### config.mk
export PLATFORM = sky130hd
export DESIGN_NAME = io_ctrl
export DESIGN_NICKNAME = d
export VERILOG_FILES = /design/src/rtl/io_pkg.sv /design/src/rtl/io_ctrl.sv
export SDC_FILE = /design/constraint.sdc
export NUM_CORES = 1
export LEC_CHECK = 0
export BUFFER_PORTS_ARGS = -buffer_cell sky130_fd_sc_hd__buf_2
export CORE_MARGIN = 1.5
export CORE_UTILIZATION = 43
export DETAILED_ROUTE_END_ITERATION = 8
export PLACE_DENSITY = 0.74
export SLEW_MARGIN = 20
export SYNTH_ARGS = -nofsm -noshare
export SYNTH_HDL_FRONTEND = slang
export SYNTH_SLANG_ARGS = --single-unit
### constraint.sdc
create_clock -name clk -period 1.5 [get_ports clk]
set_clock_uncertainty 0.1 [all_clocks]
set_input_delay 0.3 -clock clk [delete_from_list [all_inputs] [get_ports clk]]
set_output_delay 0.3 -clock clk [all_outputs]
set_load 0.05 [all_outputs]
### src/rtl/io_pkg.sv
// Shared types and constants for the dev_io CPU-side controller.
package io_pkg;

  // Controller states; IDLE is the reset state.
  typedef enum logic [2:0] {
    IDLE   = 3'd0,
    G_WAIT = 3'd1,
    G_POP  = 3'd2,
    G_GAP  = 3'd3,
    P_PUSH = 3'd4,
    P_WAIT = 3'd5,
    P_LF   = 3'd6,
    DONE   = 3'd7
  } io_ctrl_state_t;

  localparam logic [7:0] ASCII_CR = 8'h0D;
  localparam logic [7:0] ASCII_LF = 8'h0A;

  // Input-side newline mapping: CR becomes LF when translation is enabled.
  function automatic logic [7:0] map_rx(input logic [7:0] c, input logic xlate);
    if (xlate && (c == ASCII_CR)) begin
      return ASCII_LF;
    end else begin
      return c;
    end
  endfunction

endpackage

### src/rtl/io_ctrl.sv
// CPU-side controller for dev_io: turns single-cycle getc/putc requests into
// the dev_io pop/push handshakes, stalls the core via busy, and optionally
// translates newlines (LF->CRLF on output, CR->LF on input).
module io_ctrl
  import io_pkg::*;
#(
  parameter bit CRLF_XLATE = 1'b1
) (
  input  logic       clk,
  input  logic       rst,
  input  logic       req_getc,
  input  logic       req_putc,
  input  logic [7:0] req_char,
  output logic       busy,
  output logic       done,
  output logic [7:0] rd_char,
  input  logic       getc_en,
  output logic       getc_pop,
  input  logic [7:0] getc_char,
  output logic       putc_push,
  input  logic       putc_push_done,
  output logic [7:0] putc_char
);

  io_ctrl_state_t state_r, state_s;
  logic       pending_lf_r, pending_lf_s;
  logic       busy_r, busy_s;
  logic       done_r, done_s;
  logic       getc_pop_r, getc_pop_s;
  logic       putc_push_r, putc_push_s;
  logic [7:0] rd_char_r, rd_char_s;
  logic [7:0] putc_char_r, putc_char_s;

  // Next-state and next-output computation; every output is registered below.
  always_comb begin
    state_s      = state_r;
    pending_lf_s = pending_lf_r;
    busy_s       = busy_r;
    done_s       = 1'b0;
    getc_pop_s   = 1'b0;
    putc_push_s  = putc_push_r;
    rd_char_s    = rd_char_r;
    putc_char_s  = putc_char_r;
    case (state_r)
      IDLE: begin
        if (req_putc) begin
          // putc wins over getc when both arrive together
          busy_s = 1'b1;
          if (CRLF_XLATE && (req_char == ASCII_LF)) begin
            putc_char_s  = ASCII_CR;
            pending_lf_s = 1'b1;
          end else begin
            putc_char_s  = req_char;
            pending_lf_s = 1'b0;
          end
          state_s = P_PUSH;
        end else if (req_getc) begin
          busy_s  = 1'b1;
          state_s = G_WAIT;
        end else begin
          state_s = IDLE;
        end
      end
      P_PUSH: begin
        putc_push_s = 1'b1;
        state_s     = P_WAIT;
      end
      P_WAIT: begin
        // push stays up (with stable data) until dev_io acknowledges once
        if (putc_push_done) begin
          putc_push_s = 1'b0;
          if (pending_lf_r) begin
            state_s = P_LF;
          end else begin
            state_s = DONE;
          end
        end else begin
          state_s = P_WAIT;
        end
      end
      P_LF: begin
        pending_lf_s = 1'b0;
        putc_char_s  = ASCII_LF;
        state_s      = P_PUSH;
      end
      G_WAIT: begin
        // no timeout: the core is stalled until input arrives
        if (getc_en) begin
          getc_pop_s = 1'b1;
          rd_char_s  = map_rx(getc_char, CRLF_XLATE);
          state_s    = G_POP;
        end else begin
          state_s = G_WAIT;
        end
      end
      G_POP: begin
        state_s = G_GAP;
      end
      G_GAP: begin
        // settle cycle so the FIFO is never popped on consecutive cycles
        state_s = DONE;
      end
      DONE: begin
        done_s  = 1'b1;
        busy_s  = 1'b0;
        state_s = IDLE;
      end
      default: begin
        busy_s      = 1'b0;
        putc_push_s = 1'b0;
        state_s     = IDLE;
      end
    endcase
  end

  // State, pending-LF flag and all output registers, async active-high reset.
  always_ff @(posedge clk or posedge rst) begin
    if (rst) begin
      state_r      <= IDLE;
      pending_lf_r <= 1'b0;
      busy_r       <= 1'b0;
      done_r       <= 1'b0;
      getc_pop_r   <= 1'b0;
      putc_push_r  <= 1'b0;
      rd_char_r    <= 8'h00;
      putc_char_r  <= 8'h00;
    end else begin
      state_r      <= state_s;
      pending_lf_r <= pending_lf_s;
      busy_r       <= busy_s;
      done_r       <= done_s;
      getc_pop_r   <= getc_pop_s;
      putc_push_r  <= putc_push_s;
      rd_char_r    <= rd_char_s;
      putc_char_r  <= putc_char_s;
    end
  end

  assign busy      = busy_r;
  assign done      = done_r;
  assign getc_pop  = getc_pop_r;
  assign putc_push = putc_push_r;
  assign rd_char   = rd_char_r;
  assign putc_char = putc_char_r;

endmodule
==> results of run 1 <==
final timing paths:
path,end,slack (ps),depth (start not counted)
min in group asynchronous,rd_char[7],370,3
hold reg to reg,putc_push,410,1
setup reg to reg,rd_char[5],30,3
max in group asynchronous,state_r[1],380,4
hold / removal,putc_char[7],90,3
setup / recovery,rd_char[5],30,3
final cells by class:
cell class | instances | area share [%]
Sequential cell | 24 | 39.5
Multi-Input combinational cell | 64 | 32.0
Timing Repair Buffer | 55 | 20.7
Tap cell | 30 | 2.45
Clock inverter | 1 | 1.96
Inverter | 8 | 1.96
Clock buffer | 3 | 1.47
power by group:
group	internal (W)	switching (W)	total, W
logic	0.000682	0.00136	0.00205
clock network	0.000270	0.000194	0.000464
registers	0.000935	0.000203	0.00114
timing repair:
| action | in CTS | in global routing |
|---|---|---|
| setup buffers | 0 | 2 |
| setup endpoints to repair | 2 | 14 |
| hold buffers | 1 | 0 |
| gates resized for setup | 0 | 5 |
| pin swaps | 1 | 1 |
| endpoints found under the hold margin | 9 | 0 |
flip-flops by register name (all words and copies together), names as in the netlist:
register	count
busy	1
done	1
getc_pop	1
pending_lf_r	1
putc_char	8
putc_push	1
rd_char	8
state_r	3
through the flow:
| stage | setup TNS (ps) | worst slack [ps] | area [um2] |
|---|---|---|---|
| floorplan | -284 | -65.5 | 1160 |
| global placement | 0 | 36.4 | 1440 |
| detailed placement | 0 | 0.643 | 1440 |
| CTS | 0 | 3.38 | 1500 |
| global route | -129 | -72.4 | 1530 |
| finish | 0 | 26.3 | 1530 |
Yosys cell counts, drive strengths merged:
master,instances,area [um2]
nand2,10,37.5
clkbuf,1,3.75
o22a,1,8.76
or2,1,6.26
or4,1,7.51
mux2i,4,40.0
nor2b,1,6.26
buf,5,33.8
nor4b,1,23.8
o22ai,2,12.5
o21ai,3,15.0
nor4bb,4,55.1
o21bai,1,7.51
a2111oi,1,8.76
nand4b,1,8.76
a21oi,6,30.0
a311o,1,10.0
nand3,1,5.00
nand2b,3,18.8
nor4,1,6.26
a22o,1,8.76
inv,8,30.0
mux2,5,56.3
and3,2,12.5
a32o,1,10.0
o221ai,3,26.3
dfrtp,24,601
nand3b,2,15.0
nor2,6,22.5
a221oi,1,8.76
metal layers:
layer | vias to the layer above | part of all wire (%) | global-route usage, %
met2 | 25 | 50 | 28.5
li1 | 472 | - | -
met3 | 5 | 4.6 | 3.83
met5 | - | 0 | 0
met4 | 0 | 1.3 | 8.33
met1 | 494 | 44 | 23.7
tightest hold or removal path, delay by kind of cell:
| family | cells | cell delay (ps) |
|---|---|---|
| buffers and inverters | 1 | 90 |
| AND/OR/NAND/NOR | 1 | 40 |
| AO/OA/AOI/OAI | 1 | 60 |
cell families after synthesis:
group	after synthesis	share of synthesized area, %
buf+inv	14	5.95
simple gates	34	19.8
compound gates	21	12.9
flops	24	52.9
mux	9	8.48
==> flow_summary.toml, run 1 <==
[floorplanning]
initial_core_util_pct = 45.4
floorplan.rows = 18
top_level_ports = 42
die_area_um2 = 2960
die_span_in_y_um = 54.4
die_width_um = 54.4
core_region_area_um2 = 2500

[synth]
ys_seq_area_share_pct = 52.9
syn-num-nets = 124
synth_cell_type_count = 33
netlist_instances = 102
synth.ff_latch_count = 24
post_synth.cell_area_avg_um2 = 11.1
cell_area_after_synthesis_um2 = 1140
ys.warnings.count = 0

[setup_path]
timing.critical_path.slowest_stage_cell = "dfrtp_2"
worst_setup_path_end_kind = "flop"
worstReg2RegStart = "state_r[2]"
cp_launch_type = "flop"
critical_path.n_buffers_inverters = 1
worst-endpoint-required_ps = 1620
cp_data_arrival_time_ps = 1590
cp_slowest_stage_delay_ps = 470
critical_path_class = "reg2reg"
critical_path.top_delay_family = "flip-flops"
path_cells = "nor4bb_4 -> buf_4 -> mux2_4"
critical_path.max_fanout = 4
timing.critical_path.from = "state_r[2]"

[clocking]
cts_tree = "yes"
cts_buffers = 3
clock-sinks = 24
max-clock-path-buffers = 2
cts.clk_slew.worst_paths_ps = 130
clockRootBuffer = "clkbuf_4"
later_pin_clock_latency_in_the_skew_report_ps = 320
cts.htree.levels = 1

[placement]
place_inst = 178
detailed_place_hpwl_um = 1910
numPortBuffers = 41
place_congestion = 0.726

[power]
power.density_cell_area_nw_per_um2 = 2380
p_total_w = 0.00365
power.leakage_nw = 0.758
ir_drop_worst_case_vdd_v = 0.00140

[layout]
most_frequent_cells_in_the_layout = "41 x buf_2, 21 x dfrtp_1, 12 x buf_4"
seqCellArea_um2 = 604
synthToLayoutAreaGrowth_pct = 34.7
insertedDiodeCount = 0
finalCoreUtilization_pct = 61.2
fin_nets = 178
multiInputGateArea_um2 = 489
fill_cells = 203
most_common_cell_after_layout_fill_and_taps_aside = "buf_2"
drive_gt1_share_pct = 45.2
layout.cells.non_filler = 185

[drt]
wl_um = 2480
drt_drc_violations_left = 0
detail_route.first_pass.iterations = 4
routed_via_density = 5.38
num_vias = 996
postRouteAntennaNets = 0
detail_route.wl_per_cell_um = 13.4
drt_iter0_markers = 14

[sta]
setup_viol_count_final = 0
final_period_minus_worst_setup_slack_ps = 1470
timing_worst_slew_pin_value_ps = 358
final.period_utilization_pct = 98.2
worst_slew_margin_rel_pct = 75.5
hold_violations_final = 0
timing_max_transition_violations_final = 0
setup_repair_after_global_routing_missed_its_margin = "true"
fmax_mhz = 679
finalHoldWorstSlack_ps = 94.6

[global_route]
grt_first_pass_wirelength_um = 3780
grt_start_max_net_pins = 16
number_of_antenna_violations_at_the_first_check_in_global_routing = 0
first_global_vias = 855
global_route.usage.total_pct = 18.1
grt.overflow.total = 0

[run]
drv_cap = 0

[run_status]
run_status = "finished clean"

[worst_hold_path]
hold_class = "in2reg"
hold_start = "req_char[7]"
Power figures use the tool's default switching activity.
==> run 2: changes to the inputs <==
PLACE_DENSITY = 0.84   (was 0.74)
==> flow_summary.toml, run 2 (synthesized netlist as in run 1, its figures left out) <==
[global_route]
first_global_vias = 876
number_of_antenna_violations_at_the_first_check_in_global_routing = 0
grt_first_pass_wirelength_um = 3860
grt_start_max_net_pins = 25
grt.overflow.total = 0
global_route.usage.total_pct = 18.3

[clocking]
cts.clk_slew.worst_paths_ps = 130
cts.htree.levels = 1
clockRootBuffer = "clkbuf_4"
cts_tree = "yes"
clock-sinks = 24
max-clock-path-buffers = 2
cts_buffers = 3
later_pin_clock_latency_in_the_skew_report_ps = 310

[drt]
detail_route.wl_per_cell_um = 13.6
postRouteAntennaNets = 0
detail_route.first_pass.iterations = 4
num_vias = 972
drt_iter0_markers = 17
drt_drc_violations_left = 0
routed_via_density = 5.34
wl_um = 2480

[floorplanning]
initial_core_util_pct = 45.4
die_area_um2 = 2960
top_level_ports = 42
die_span_in_y_um = 54.4
floorplan.rows = 18
die_width_um = 54.4
core_region_area_um2 = 2500

[sta]
fmax_mhz = 674
worst_slack_ps = 17.4
setup_viol_count_final = 0
worst_slew_margin_rel_pct = 71.1
hold_violations_final = 0
timing_max_transition_violations_final = 0
setup_repair_after_global_routing_missed_its_margin = "true"
final.period_utilization_pct = 98.8
final_period_minus_worst_setup_slack_ps = 1480
timing_worst_slew_pin_value_ps = 429

[setup_path]
path_cells = "nor4b_4 -> buf_4 -> mux2i_1 -> nor2_1"
critical_path.n_buffers_inverters = 1
reg2reg_slack_ps = 20
worst_setup_path_end_kind = "flop"
timing.critical_path.slowest_stage_cell = "dfrtp_2"
cp_data_arrival_time_ps = 1600
cp_launch_type = "flop"
critical_path_class = "reg2reg"
critical_path.top_delay_family = "flip-flops"
critical_path.max_fanout = 6
cp_slowest_stage_delay_ps = 470
worst-endpoint-required_ps = 1620

[placement]
place_congestion = 0.737
numPortBuffers = 41
pre_cts_ws_ps = -20.9
detailed_place_hpwl_um = 1860

[layout]
most_common_cell_after_layout_fill_and_taps_aside = "buf_2"
fin_nets = 175
most_frequent_cells_in_the_layout = "41 x buf_2, 22 x dfrtp_1, 10 x nand2_1"
drive_gt1_share_pct = 45.4
insertedDiodeCount = 0
synthToLayoutAreaGrowth_pct = 33.6

[power]
pwr-share-seq_pct = 31.8
ir_drop_worst_case_vdd_v = 0.00117
share_comb_of_total_power_pct = 58.6
power.density_cell_area_nw_per_um2 = 2320
p_total_w = 0.00352
p_sw_w = 0.00177
swShare_pct = 50.3
power.leakage_nw = 0.739
p_int_w = 0.00175
power.clock.fraction_pct = 9.6

[worst_hold_path]
hold_class = "in2reg"

[run_status]
run_status = "finished clean"

[run]
drv_cap = 0
-- run 2: stage by stage --
stage	utilization (%)	hold slack (ps)	cells	TNS, ps	instance area, um2
2_1_floorplan	-	215	102	-284	1160
3_3_place_gp	57.5	253	176	0	1440
3_5_place_dp	57.5	257	176	-20.9	1440
4_1_cts	59.9	108	182	0	1500
5_1_grt	60.7	101	182	-191	1520
6_report	60.7	112	182	0	1520
-- run 2: worst reg2reg max path, delay by kind of cell (launching register included) --
family	cells	cell delay [ps]
AND/OR/NAND/NOR	2	430
buffers and inverters	1	210
flip-flops	1	470
multiplexers	1	190
-- run 2: final timing paths --
| check | startpoint | endpoint | cells past startpoint |
|---|---|---|---|
| max reg2reg | state_r[1] | putc_char[6] | 4 |
| max in group asynchronous | rst | state_r[2] | 4 |
| max | state_r[1] | putc_char[6] | 4 |
| min reg2reg | putc_push | putc_push | 1 |
| min | req_char[7] | putc_char[7] | 3 |
| min in group asynchronous | rst | putc_char[5] | 4 |
-- run 2: per-layer routing --
layer  global-route usage [%]  part of all wire, %  vias to the layer above
met1                     23.1                   42                      468
met4                     9.58                  1.4                        0
met3                     2.73                  5.0                        6
met2                     30.3                   51                       35
li1                         -                    -                      463
met5                        0                    0                        -
-- run 2: timing repair --
item                                   in CTS  in global routing
gates resized for setup                     3                  5
setup endpoints to repair                   6                 12
setup buffers                               1                  0
pin swaps                                   1                  3
endpoints found under the hold margin      24                  0
hold buffers                                1                  0
-- run 2: layout make-up --
type                    count  area, um2
inverters                   8       30.0
flip-flops and latches     24        603
well taps                  30       37.5
multi-input cells          64        508
clock buffers               4       36.3
fillers                   202        982
repair buffers             52        303
-- run 2: power by group through the flow --
stage | Combinational, W | Clock, W | Sequential, W
after floorplan | 0.000760 | 0 | 0.00192
after global placement | 0.00195 | 0 | 0.00111
after detailed placement | 0.00200 | 0 | 0.00113
after CTS | 0.00203 | 0.000345 | 0.00112
after global routing | 0.00218 | 0.000368 | 0.00115
final | 0.00206 | 0.000339 | 0.00112
==> run 3: changes to the inputs <==
SETUP_SLACK_MARGIN = 0.15   (was not set)
==> flow_summary.toml, run 3 (synthesized netlist as in run 1, its figures left out) <==
[power]
power.density_cell_area_nw_per_um2 = 2430
share_comb_of_total_power_pct = 60.6
pwr-share-seq_pct = 28.1
ir_drop_worst_case_vdd_v = 0.00169
p_sw_w = 0.00196
power.leakage_nw = 0.823
p_int_w = 0.00227
swShare_pct = 46.3
power.clock.fraction_pct = 11.2

[global_route]
grt.overflow.total = 0
global_route.usage.total_pct = 20.0
first_global_vias = 937
grt_start_max_net_pins = 25
grt_first_pass_wirelength_um = 4080
number_of_antenna_violations_at_the_first_check_in_global_routing = 0

[floorplanning]
top_level_ports = 42
core_region_area_um2 = 2500
die_area_um2 = 2960
die_width_um = 54.4
die_span_in_y_um = 54.4
initial_core_util_pct = 45.4
floorplan.rows = 18

[sta]
final_period_minus_worst_setup_slack_ps = 1490
timing_worst_slew_pin_value_ps = 553
setup_repair_after_global_routing_missed_its_margin = "true"
finalHoldWorstSlack_ps = 105
tns_ps = 0
setup_viol_count_final = 0
fmax_mhz = 672
hold_violations_final = 0
final.period_utilization_pct = 99.2
worst_slew_margin_rel_pct = 62.8
timing_max_transition_violations_final = 0

[setup_path]
critical_path_class = "reg2reg"
path_cells = "nor4bb_4 -> buf_6 -> mux2_4"
worst-endpoint-required_ps = 1630
cp_launch_type = "flop"
timing.critical_path.slowest_stage_cell = "dfrtp_2"
cp_slowest_stage_delay_ps = 480
cp_data_arrival_time_ps = 1610
worst_setup_path_end_kind = "flop"
critical_path.max_fanout = 8

[drt]
drt_iter0_markers = 15
detail_route.first_pass.iterations = 4
detail_route.wl_per_cell_um = 16.1
postRouteAntennaNets = 0
wl_um = 3020
num_vias = 1014
drt_drc_violations_left = 0
routed_via_density = 5.39

[placement]
place_congestion = 0.785
placement.cell_area_um2 = 1420
numPortBuffers = 41
detailed_place_hpwl_um = 1890

[clocking]
cts_tree = "yes"
cts.clk_slew.worst_paths_ps = 140
clockRootBuffer = "clkbuf_4"
clock-sinks = 24
max-clock-path-buffers = 2
cts.htree.levels = 1
later_pin_clock_latency_in_the_skew_report_ps = 320
cts_buffers = 3

[layout]
insertedDiodeCount = 0
most_frequent_cells_in_the_layout = "22 x dfrtp_1, 21 x buf_2, 19 x buf_6"
most_common_cell_after_layout_fill_and_taps_aside = "dfrtp_1"
synthToLayoutAreaGrowth_pct = 53.3
fin_nets = 181
postLayoutCellArea_um2 = 1740
drive_gt1_share_pct = 53.2
fill_cells = 172

[run_status]
run_status = "finished clean"

[worst_hold_path]
hold_class = "in2reg"

[run]
drv_cap = 0
run 3: changes by cell type in the layout (fill, tap and decap cells not counted), moves of 2 or more:
cell | before | now
buf_2 | 41 | 21
buf_6 | 0 | 19
buf_4 | 9 | 16
nand2_1 | 10 | 7
nand2_2 | 0 | 2
nor4bb_1 | 3 | 1
nor4bb_2 | 0 | 2
o21ai_0 | 3 | 1
o21ai_1 | 0 | 2
run 3: worst max-delay path: cells and delay by family, from the launching register on:
| kind | cells | cell delay [ps] |
|---|---|---|
| buffers and inverters | 1 | 190 |
| AND/OR/NAND/NOR | 1 | 310 |
| flip-flops | 1 | 480 |
| multiplexers | 1 | 310 |
run 3: power groups by stage:
stage	logic [W]	clock network (W)	registers, W
after floorplan	0.000759	0	0.00192
after global placement	0.00194	0	0.00112
after detailed placement	0.00198	0	0.00114
after CTS	0.00222	0.000479	0.00115
after global routing	0.00269	0.000515	0.00121
final	0.00256	0.000474	0.00119
run 3: layer usage:
layer	vias to the layer above	wire (um)	GRT usage, %
met2	29	1600	34.5
met1	503	1270	23.8
met5	-	0	0
li1	475	-	-
met3	7	108	3.28
met4	0	53	10.4
run 3: what timing repair did:
action / in CTS / in global routing
endpoints found under the hold margin: 24 / 0
hold buffers: 1 / 0
pin swaps: 1 / 3
setup buffers: 1 / 6
endpoints found under the setup margin: 36 / 38
gates resized for setup: 33 / 29
run 3: worst paths after layout:
| kind | from | slack [ps] | depth (start not counted) | to |
|---|---|---|---|---|
| min in group asynchronous | rst | 440 | 4 | rd_char[7] |
| setup reg to reg | state_r[2] | 10 | 3 | rd_char[7] |
| setup / recovery | state_r[2] | 10 | 3 | rd_char[7] |
| max in group asynchronous | rst | 590 | 4 | state_r[2] |
| hold / removal | req_char[7] | 100 | 3 | putc_char[7] |
| hold reg to reg | rd_char[5] | 460 | 1 | rd_char[5] |
run 3: layout make-up:
| type | instances | area [um2] | area share, % |
|---|---|---|---|
| Clock buffer | 3 | 22.5 | 1.29 |
| Sequential cell | 24 | 603 | 34.6 |
| Clock inverter | 1 | 30.0 | 1.72 |
| Multi-Input combinational cell | 64 | 554 | 31.8 |
| Timing Repair Buffer | 58 | 464 | 26.7 |
| Inverter | 8 | 30.0 | 1.72 |
| Tap cell | 30 | 37.5 | 2.16 |
run 3: stage by stage:
stage	setup WS [ps]	total power, W	util (%)	std cells
final	12.6	0.00422	69.7	188
after global routing	-63.9	0.00442	69.7	188
after CTS	38.7	0.00385	63.7	182
after detailed placement	1.77	0.00312	57.0	176
after global placement	35.7	0.00307	57.0	176
after floorplan	-65.3	0.00268	-	102
